[src/rtl/dmem_pkg.sv]
// dmem_pkg: shared types and constants for the
// data-memory responder and its wait counter.
package dmem_pkg;

  typedef enum logic [2:0] {
    S_IDLE,
    S_RD_WAIT,
    S_MMIO_REQ,
    S_MMIO_RSP,
    S_RESP
  } dmem_state_t;

  localparam logic [3:0]  MMIO_TAG_DEF  = 4'hF;
  localparam logic [31:0] DMEM_BAD_DATA = 32'hDEAD_BEEF;

  // Byte, aligned half-word and word enables only.
  function automatic logic be_legal(input logic [3:0] be);
    case (be)
      4'b0001, 4'b0010, 4'b0100, 4'b1000,
      4'b0011, 4'b1100, 4'b1111: be_legal = 1'b1;
      default:                   be_legal = 1'b0;
    endcase
  endfunction

endpackage

[src/rtl/dmem_wait_ctr.sv]
// dmem_wait_ctr: loadable down-counter that
// saturates at zero; zero flags expiry.
module dmem_wait_ctr
  import dmem_pkg::*;
#(
  parameter int W = 8
) (
  input  logic         clk,
  input  logic         Rst,
  input  logic         load,
  input  logic [W-1:0] load_val,
  input  logic         en,
  output logic         zero
);

  logic [W-1:0] cnt;

  // Load wins over decrement; hold at zero once expired.
  always_ff @(posedge clk or posedge Rst) begin
    if (Rst) begin
      cnt <= '0;
    end else if (load) begin
      cnt <= load_val;
    end else if (en && (cnt != '0)) begin
      cnt <= cnt - W'(1);
    end
  end

  assign zero = (cnt == '0);

endmodule

[src/rtl/dmem_responder.sv]
// dmem_responder: core data port front-end that
// steers accesses to a fixed-latency SRAM or MMIO.
module dmem_responder
  import dmem_pkg::*;
#(
  parameter int         ADDR_W   = 12,
  parameter int         RD_LAT   = 2,
  parameter logic [3:0] MMIO_TAG = MMIO_TAG_DEF,
  parameter int         TIMEOUT  = 255
) (
  input  logic              clk,
  input  logic              Rst,
  input  logic              mem_rea,
  input  logic              mem_wea,
  input  logic [3:0]        mem_en,
  input  logic [31:0]       mem_addr,
  input  logic [31:0]       mem_din,
  output logic [31:0]       mem_dout,
  output logic              mem_hold,
  output logic              err,
  output logic              ram_en,
  output logic [3:0]        ram_we,
  output logic [ADDR_W-1:0] ram_addr,
  output logic [31:0]       ram_wdata,
  input  logic [31:0]       ram_rdata,
  output logic              mmio_req_valid,
  input  logic              mmio_req_ready,
  output logic              mmio_we,
  output logic [3:0]        mmio_be,
  output logic [7:0]        mmio_addr,
  output logic [31:0]       mmio_wdata,
  input  logic              mmio_rsp_valid,
  input  logic [31:0]       mmio_rdata
);

  localparam int TW =
    (TIMEOUT < 2) ? 1 : $clog2(TIMEOUT + 1);
  localparam logic [TW-1:0] TO_LOAD =
    TW'(TIMEOUT - 1);
  localparam logic [2:0] RD_LOAD =
    3'(RD_LAT - 1);

  dmem_state_t state;
  logic [31:0] dout_q;

  logic idle, req, legal, is_mmio;
  logic bad, go_rd, go_wr, go_mmio;
  logic rd_zero, to_zero;
  logic to_load, to_en;
  logic unused_addr;

  // Idle decode is masked during reset so a held
  // request cannot raise hold or touch the SRAM.
  assign idle    = (state == S_IDLE) && !Rst;
  assign req     = mem_rea | mem_wea;
  assign legal   = be_legal(mem_en)
                 && !(mem_rea && mem_wea);
  assign is_mmio = (mem_addr[31:28] == MMIO_TAG);

  assign bad     = idle && req && !legal;
  assign go_mmio = idle && req && legal && is_mmio;
  assign go_rd   = idle && mem_rea && legal
                 && !is_mmio;
  assign go_wr   = idle && mem_wea && legal
                 && !is_mmio;

  assign ram_en    = go_rd | go_wr;
  assign ram_we    = go_wr ? mem_en : 4'h0;
  assign ram_addr  = ram_en
                   ? mem_addr[ADDR_W+1:2] : '0;
  assign ram_wdata = go_wr ? mem_din : 32'h0;

  assign mem_hold = go_rd | go_mmio
                  | (state == S_RD_WAIT)
                  | (state == S_MMIO_REQ)
                  | (state == S_MMIO_RSP);

  assign mem_dout = (state == S_RESP)
                  ? dout_q : 32'h0;

  assign unused_addr = ^mem_addr;

  // Timeout reloads on entry to each MMIO phase.
  assign to_load = go_mmio
                 | ((state == S_MMIO_REQ)
                    && mmio_req_ready);
  assign to_en   = (state == S_MMIO_REQ)
                 | (state == S_MMIO_RSP);

  dmem_wait_ctr #(.W(3)) u_rd_ctr (
    .clk      (clk),
    .Rst      (Rst),
    .load     (go_rd),
    .load_val (RD_LOAD),
    .en       (state == S_RD_WAIT),
    .zero     (rd_zero)
  );

  dmem_wait_ctr #(.W(TW)) u_to_ctr (
    .clk      (clk),
    .Rst      (Rst),
    .load     (to_load),
    .load_val (TO_LOAD),
    .en       (to_en),
    .zero     (to_zero)
  );

  // Main FSM with registered err, dout and MMIO bus.
  always_ff @(posedge clk or posedge Rst) begin
    if (Rst) begin
      state          <= S_IDLE;
      dout_q         <= 32'h0;
      err            <= 1'b0;
      mmio_req_valid <= 1'b0;
      mmio_we        <= 1'b0;
      mmio_be        <= 4'h0;
      mmio_addr      <= 8'h0;
      mmio_wdata     <= 32'h0;
    end else begin
      err <= 1'b0;
      unique case (state)
        S_IDLE: begin
          if (bad) begin
            err <= 1'b1;
          end else if (go_mmio) begin
            mmio_we        <= mem_wea;
            mmio_be        <= mem_en;
            mmio_addr      <= mem_addr[7:0];
            mmio_wdata     <= mem_din;
            mmio_req_valid <= 1'b1;
            state          <= S_MMIO_REQ;
          end else if (go_rd) begin
            state <= S_RD_WAIT;
          end
        end
        S_RD_WAIT: begin
          if (rd_zero) begin
            dout_q <= ram_rdata;
            state  <= S_RESP;
          end
        end
        S_MMIO_REQ: begin
          if (mmio_req_ready) begin
            mmio_req_valid <= 1'b0;
            state          <= S_MMIO_RSP;
          end else if (to_zero) begin
            mmio_req_valid <= 1'b0;
            err            <= 1'b1;
            dout_q         <= DMEM_BAD_DATA;
            state          <= S_RESP;
          end
        end
        S_MMIO_RSP: begin
          if (mmio_rsp_valid) begin
            dout_q <= mmio_we ? 32'h0 : mmio_rdata;
            state  <= S_RESP;
          end else if (to_zero) begin
            err    <= 1'b1;
            dout_q <= DMEM_BAD_DATA;
            state  <= S_RESP;
          end
        end
        S_RESP: begin
          state <= S_IDLE;
        end
        default: begin
          state <= S_IDLE;
        end
      endcase
    end
  end

endmodule

[config.mk]
export PLATFORM = sky130hd
export DESIGN_NAME = dmem_responder
export DESIGN_NICKNAME = d
export VERILOG_FILES = /design/src/rtl/dmem_pkg.sv /design/src/rtl/dmem_wait_ctr.sv /design/src/rtl/dmem_responder.sv
export SDC_FILE = /design/constraint.sdc
export NUM_CORES = 1
export LEC_CHECK = 0
export ABC_AREA = 1
export CORE_ASPECT_RATIO = 0.9
export CORE_MARGIN = 2
export CORE_UTILIZATION = 35
export CTS_CLUSTER_DIAMETER = 80
export DETAILED_ROUTE_END_ITERATION = 8
export GPL_TIMING_DRIVEN = 0
export PLACE_DENSITY = 0.7
export REMOVE_ABC_BUFFERS = 1
export SLEW_MARGIN = 20
export SYNTH_ARGS = -nofsm -noshare
export SYNTH_HDL_FRONTEND = slang
export SYNTH_HIERARCHICAL = 1
export SYNTH_SLANG_ARGS = --single-unit
[constraint.sdc]
create_clock -name clk -period 8.9 [get_ports clk]
set_clock_uncertainty 0.2 [all_clocks]
set_input_delay 0.89 -clock clk [delete_from_list [all_inputs] [get_ports clk]]
set_output_delay 0.89 -clock clk [all_outputs]
set_load 0.005 [all_outputs]
* Word level (Yosys, flattened, before mapping)
Cells that the tools add are included.
** Storage, ports and cells
- Flip-flop bits (word level) :: 93
- Input bits :: 138
- Output and inout bits :: 129
- Word-level logic and storage cells :: 106
** Operators by class
- Add/sub/neg operators :: 2
- Equal/unequal tests :: 18
- Mux-type cells :: 33
- Bitwise logic cells :: 9
- Reductions and logical operators :: 34
** Operator list (count)
- $mux W32 :: 7
- $pmux W32 S3 :: 1
- $mux W3 :: 9
- $eq A4 B4 Y1 const B :: 4
- $logic_and A1 B1 Y1 :: 16
- $mux W8 :: 2
- $mux W12 :: 1
- $pmux W3 S4 :: 1
- $mux W1 :: 9
- $reduce_and A3 Y1 :: 3
- $eq A4 B2 Y1 const B :: 2
- $logic_not A8 Y1 :: 1
- $ne A2 B2 Y1 const B :: 4
- $or A1 B1 Y1 :: 8
- $reduce_bool A8 Y1 :: 1
- $sub A8 B1 Y8 const B :: 1
- $reduce_or A7 Y1 :: 1
- $eq A3 B2 Y1 const B :: 2
- $logic_not A3 Y1 :: 2
- $ne A3 B3 Y1 const B :: 2
- $reduce_bool A2 Y1 :: 3
- $reduce_bool A3 Y1 :: 2
- $eq A4 B1 Y1 const B :: 1
- $eq A4 B3 Y1 const B :: 1
- 9 further kinds :: 12

* Longest topological paths before layout
- Depth after elaboration :: 10
- Depth in mapped cells :: 15

* Modules after synthesis
The synthesis kept the hierarchy.
** Modules (own cells, without submodules)
- dmem_responder :: instances 1, cells an instance 567, area an instance 4339.2 sq um
- dmem_wait_ctr at u_to_ctr :: instances 1, cells an instance 91, area an instance 633.1 sq um
- dmem_wait_ctr at u_rd_ctr :: instances 1, cells an instance 28, area an instance 196.4 sq um

* Least setup slack after synthesis
No wires, ideal clock.
- Path kind :: input port to output port
- Start point :: input Rst
- End point :: output ram_addr[10]
- Arrival :: 3723 ps
- Path slack :: 4087 ps
- Stages on the path :: 8
- Path through :: inv_1 > nand3_1 > nor2_1 > nand3_1 > inv_1 > nor2_1 > buf_2 > nor2_1
** On the way
- Cells in the longest elaborated chain, start to end :: 7
** Ends and longest elaborated chain
- from (decl) :: line dmem_responder.sv:12 : input logic Rst,
- $logic_not A1 Y1 (no source line)
- $logic_and A1 B1 Y1 :: line dmem_responder.sv:54 : assign idle = (state == S_IDLE) && !Rst;
- $logic_and A1 B1 Y1 (2 in series) :: line dmem_responder.sv:62 : assign go_rd = idle && mem_rea && legal
- $logic_and A1 B1 Y1 :: line dmem_responder.sv:63 : && !is_mmio;
- net go_rd :: line dmem_responder.sv:47 : logic bad, go_rd, go_wr, go_mmio;
- $or A1 B1 Y1 :: line dmem_responder.sv:67 : assign ram_en = go_rd | go_wr;
- $mux W12 :: line dmem_responder.sv:70 : ? mem_addr[ADDR_W+1:2] : '0;
- to (decl) :: line dmem_responder.sv:23 : output logic [ADDR_W-1:0] ram_addr,
The timed path passes the listed nets, and every way through them passes these cells.

* Final worst setup path
- Start point :: input Rst
- End point :: output mem_hold
** On the way
- Cells in the longest elaborated chain, start to end :: 9
** Ends and longest elaborated chain
- $logic_not A1 Y1 (no source line) (*)
- $logic_and A1 B1 Y1 (*) :: line dmem_responder.sv:54
- $logic_and A1 B1 Y1 (on tied branches) (2 in series) :: line dmem_responder.sv:62, dmem_responder.sv:61
- $logic_and A1 B1 Y1 (on tied branches) :: line dmem_responder.sv:63, dmem_responder.sv:61
- $or A1 B1 Y1 (*) :: line dmem_responder.sv:73 : assign mem_hold = go_rd | go_mmio
- $or A1 B1 Y1 (*) :: line dmem_responder.sv:74 : | (state == S_RD_WAIT)
- $or A1 B1 Y1 (*) :: line dmem_responder.sv:75 : | (state == S_MMIO_REQ)
- $or A1 B1 Y1 (*) :: line dmem_responder.sv:76 : | (state == S_MMIO_RSP);
- to (decl) :: line dmem_responder.sv:19 : output logic mem_hold,
Every way passes the cells marked *; elsewhere a longest branch is shown, timed or not.

==> results by group <==
STA
  – Hold Violations, Final: 0
  – Slew HR: 0.327
  – RSZ-0062 raised after global routing: no
  – Setup violators final: 0
  – Fin. max-slew vios: 0
  – Fin crit period: 4.98 ns
  – Fmax: 201 MHz
  – Worst-margin pin slew: 1.01 ns
  – Period utilization: 0.559

Flow run
  – Max cap viols: 0

GRT
  – Largest net degree at the start of global routing: 57
  – GRT Resource Usage Total: 0.210
  – Initial antenna violation count: 0
  – Global-route wire length before repair: 26,200 um
  – Vias in the first global route: 4,956
  – GRT overflow: 0

Critical path
  – CP Cell Sequence: clkdlybuf4s50_1, inv_4, buf_12, nand3_1, a21oi_2, nand3_4, buf_12, nand3_1, clkdlybuf4s50_1
  – Startpoint class of the critical path: input pin
  – Req. time, crit path: 7.81 ns
  – Buffers & Inverters on Critical Path: 5
  – Critical path capture point type: output port
  – Crit path largest cell delay: 0.51 ns
  – Crit Path Max Fanout: 56
  – Data arrival, critical path: 3.89 ns
  – Worst path slowest cell: clkdlybuf4s50_1
  – Crit path max-delay family: buffers and inverters
  – CP Class: in -> out

Die
  – Die area: 0.0158 mm^2
  – Initial core utilization: 0.355
  – Core Area: 0.0146 mm^2
  – Site row count: 42
  – Die height: 119 um
  – Die Span X: 132 um
  – Ports: 267

Status
  – Status: complete, no violations

Logic synthesis
  – Post-synth top area share: 0.450
  – Cell variety after synth: 37
  – Ys Warns: 6
  – Mapped Area: 0.00517 mm^2
  – Flops & latches, synth: 93
  – Largest cells by area after synthesis: dfrtp_1 45%, nand2_1 11%, inv_1 7.8%
  – Area leader, netlist: dfrtp_1
  – Post-synthesis sequential area ratio: 0.450
  – Avg Inst Size Synth: 7.53 um^2
  – Mapped Cells: 686

Clocking
  – Cts hold-fix bufs: 0
  – H-tree levels: 3
  – Root buffer cell: clkbuf_16
  – Clock slew at reported path FFs: 0.06 ns
  – Clock sink total: 93
  – TritonCTS Buffers: 9
  – Postcts setup bufs: 0
  – CTS tree: done
  – Skew-Pair Late Insertion Delay: 0.35 ns
  – Resized cells post-CTS: 0
  – Max clock buf depth: 2

Final layout
  – Share of layout cells above drive strength 1: 0.0516
  – Nets: 1,069
  – Sequential cell area: 0.00233 mm^2
  – Fin cells: 1,129
  – Area delta synth->final: 57.8%
  – Antenna Cells: 0
  – Filler Cells Inserted: 1,386
  – Area of the multi-input gates: 0.00224 mm^2
  – Finished Core Util: 0.560

Place
  – GP Congestion: 0.805
  – Port Buffers: 252
  – Placed cell count: 1,114
  – Final HPWL DP: 11,900 um

Routing
  – DR iter-0 viols: 340
  – Routed vias/inst: 4.62
  – Drt total wl: 16,300 um
  – Detailed Routing Iterations Pass 1: 5
  – DRT antenna net count: 0
  – Drt wl/cell: 14.4 um
  – Via count: 5,211
  – Post-route DRC: 0

Pwr
  – PwrDens: 238 mW/mm^2
  – Total power draw: 1940 uW
  – Leak: 0.00389 uW
  – Max IR drop VDD: 0.121 mV

Hold path
  – Hold Crit Class: reg -> reg
==> final cells by class <==
| class | instances | share of cell area |
|---|---|---|
| inverter | 115 | 0.0532 |
| multi-input combinational | 453 | 0.275 |
| tap | 198 | 0.0304 |
| timing repair buffer | 255 | 0.317 |
| clock inverter | 5 | 0.0104 |
| clock buffer | 10 | 0.0281 |
| sequential | 93 | 0.285 |
==> layout by cell type (no fill, tap or decap), types with 2 or more instances in the layout <==
cell               n
bufinv_16          2
o21ai_2            3
ha_1               4
a21boi_0           8
dfrtp_1           93
a21oi_1           21
xnor2_1            2
o21ai_1           19
o21ai_0           42
nand3_1           25
clkdlybuf4s50_1  252
buf_12             2
clkbuf_16          9
inv_1            107
nand2_2            5
nand2_4            2
inv_2              7
nor2_1            97
nor2_4             2
conb_1            11
nand2_1          148
o22ai_1            9
nor2_2             2
a22oi_1           39
==> state kept, by name (all words and copies together) (netlist names) <==
name and flops:
dout_q 32, mmio_wdata 32, mmio_addr 8, u_to_ctr/cnt 8, mmio_be 4, state 3
u_rd_ctr/cnt 3, err 1, mmio_req_valid 1, mmio_we 1
==> worst register-to-register path, delay by kind of cell (launching register included) <==
| kind | cells | cell delay (ns) |
|---|---|---|
| AND/OR/NAND/NOR | 7 | 1.26 |
| buffers and inverters | 2 | 0.62 |
| flip-flops | 1 | 0.45 |
| AO/OA/AOI/OAI | 2 | 0.25 |
==> metal layers <==
metal	wire, um	GRT usage
met5	0	0
met4	467	0.0802
met3	832	0.0485
met2	7900	0.352
met1	7090	0.263
==> synth_stat cells, drive strengths merged <==
cell type,number
inv,115
ha,4
o22ai,9
nor2,101
o21ai,65
buf,22
nand2,155
o211ai,1
or2,1
nand3,27
a21boi,8
nand4,1
clkbuf,12
a22oi,39
o21a,1
o221ai,1
xnor2,2
dfrtp,93
a21oi,23
nand3b,1
conb,2
nor3,3
==> path summary, 6_finish.rpt <==
kind / start / endpoint / slack [ns] / cells past startpoint
min in group asynchronous: Rst / u_rd_ctr/cnt[0] / 0.64 / 2
max in group asynchronous: Rst / dout_q[28] / 7.03 / 3
max reg2reg: state[0] / u_to_ctr/cnt[4] / 6.00 / 11
max: Rst / mem_hold / 3.92 / 9
min reg2reg: mmio_wdata[11] / mmio_wdata[11] / 0.28 / 2
min: mmio_wdata[11] / mmio_wdata[11] / 0.28 / 2
==> report_power, final <==
group	total (uW)	leakage (uW)	internal (uW)	switching (uW)
Sequential	631	0.00119	561	69.9
Combinational	893	0.00255	415	478
Clock	418	0.000149	246	172
Total	1940	0.00389	1220	720
==> cell families after synthesis <==
family / share of synthesized area
compound gates: 0.176
fa+ha+maj: 0.00968
simple gates: 0.234
buf+inv: 0.125
xor+xnor: 0.00339
flops: 0.450
other cells: 0.00145
==> per-stage QoR <==
stage          setup slack (ns)  area [um^2]  hold WS (ns)  TNS (ns)
3_3_place_gp             -0.459         7760         0.265     -3.23
3_5_place_dp               3.80         7840         0.271         0
4_1_cts                    3.79         8160         0.288         0
6_report                   3.92         8160         0.283         0
2_1_floorplan              2.61         4990         0.272         0
5_1_grt                    3.58         8160         0.307         0
Note: power is estimated with default switching activity, not from simulation.
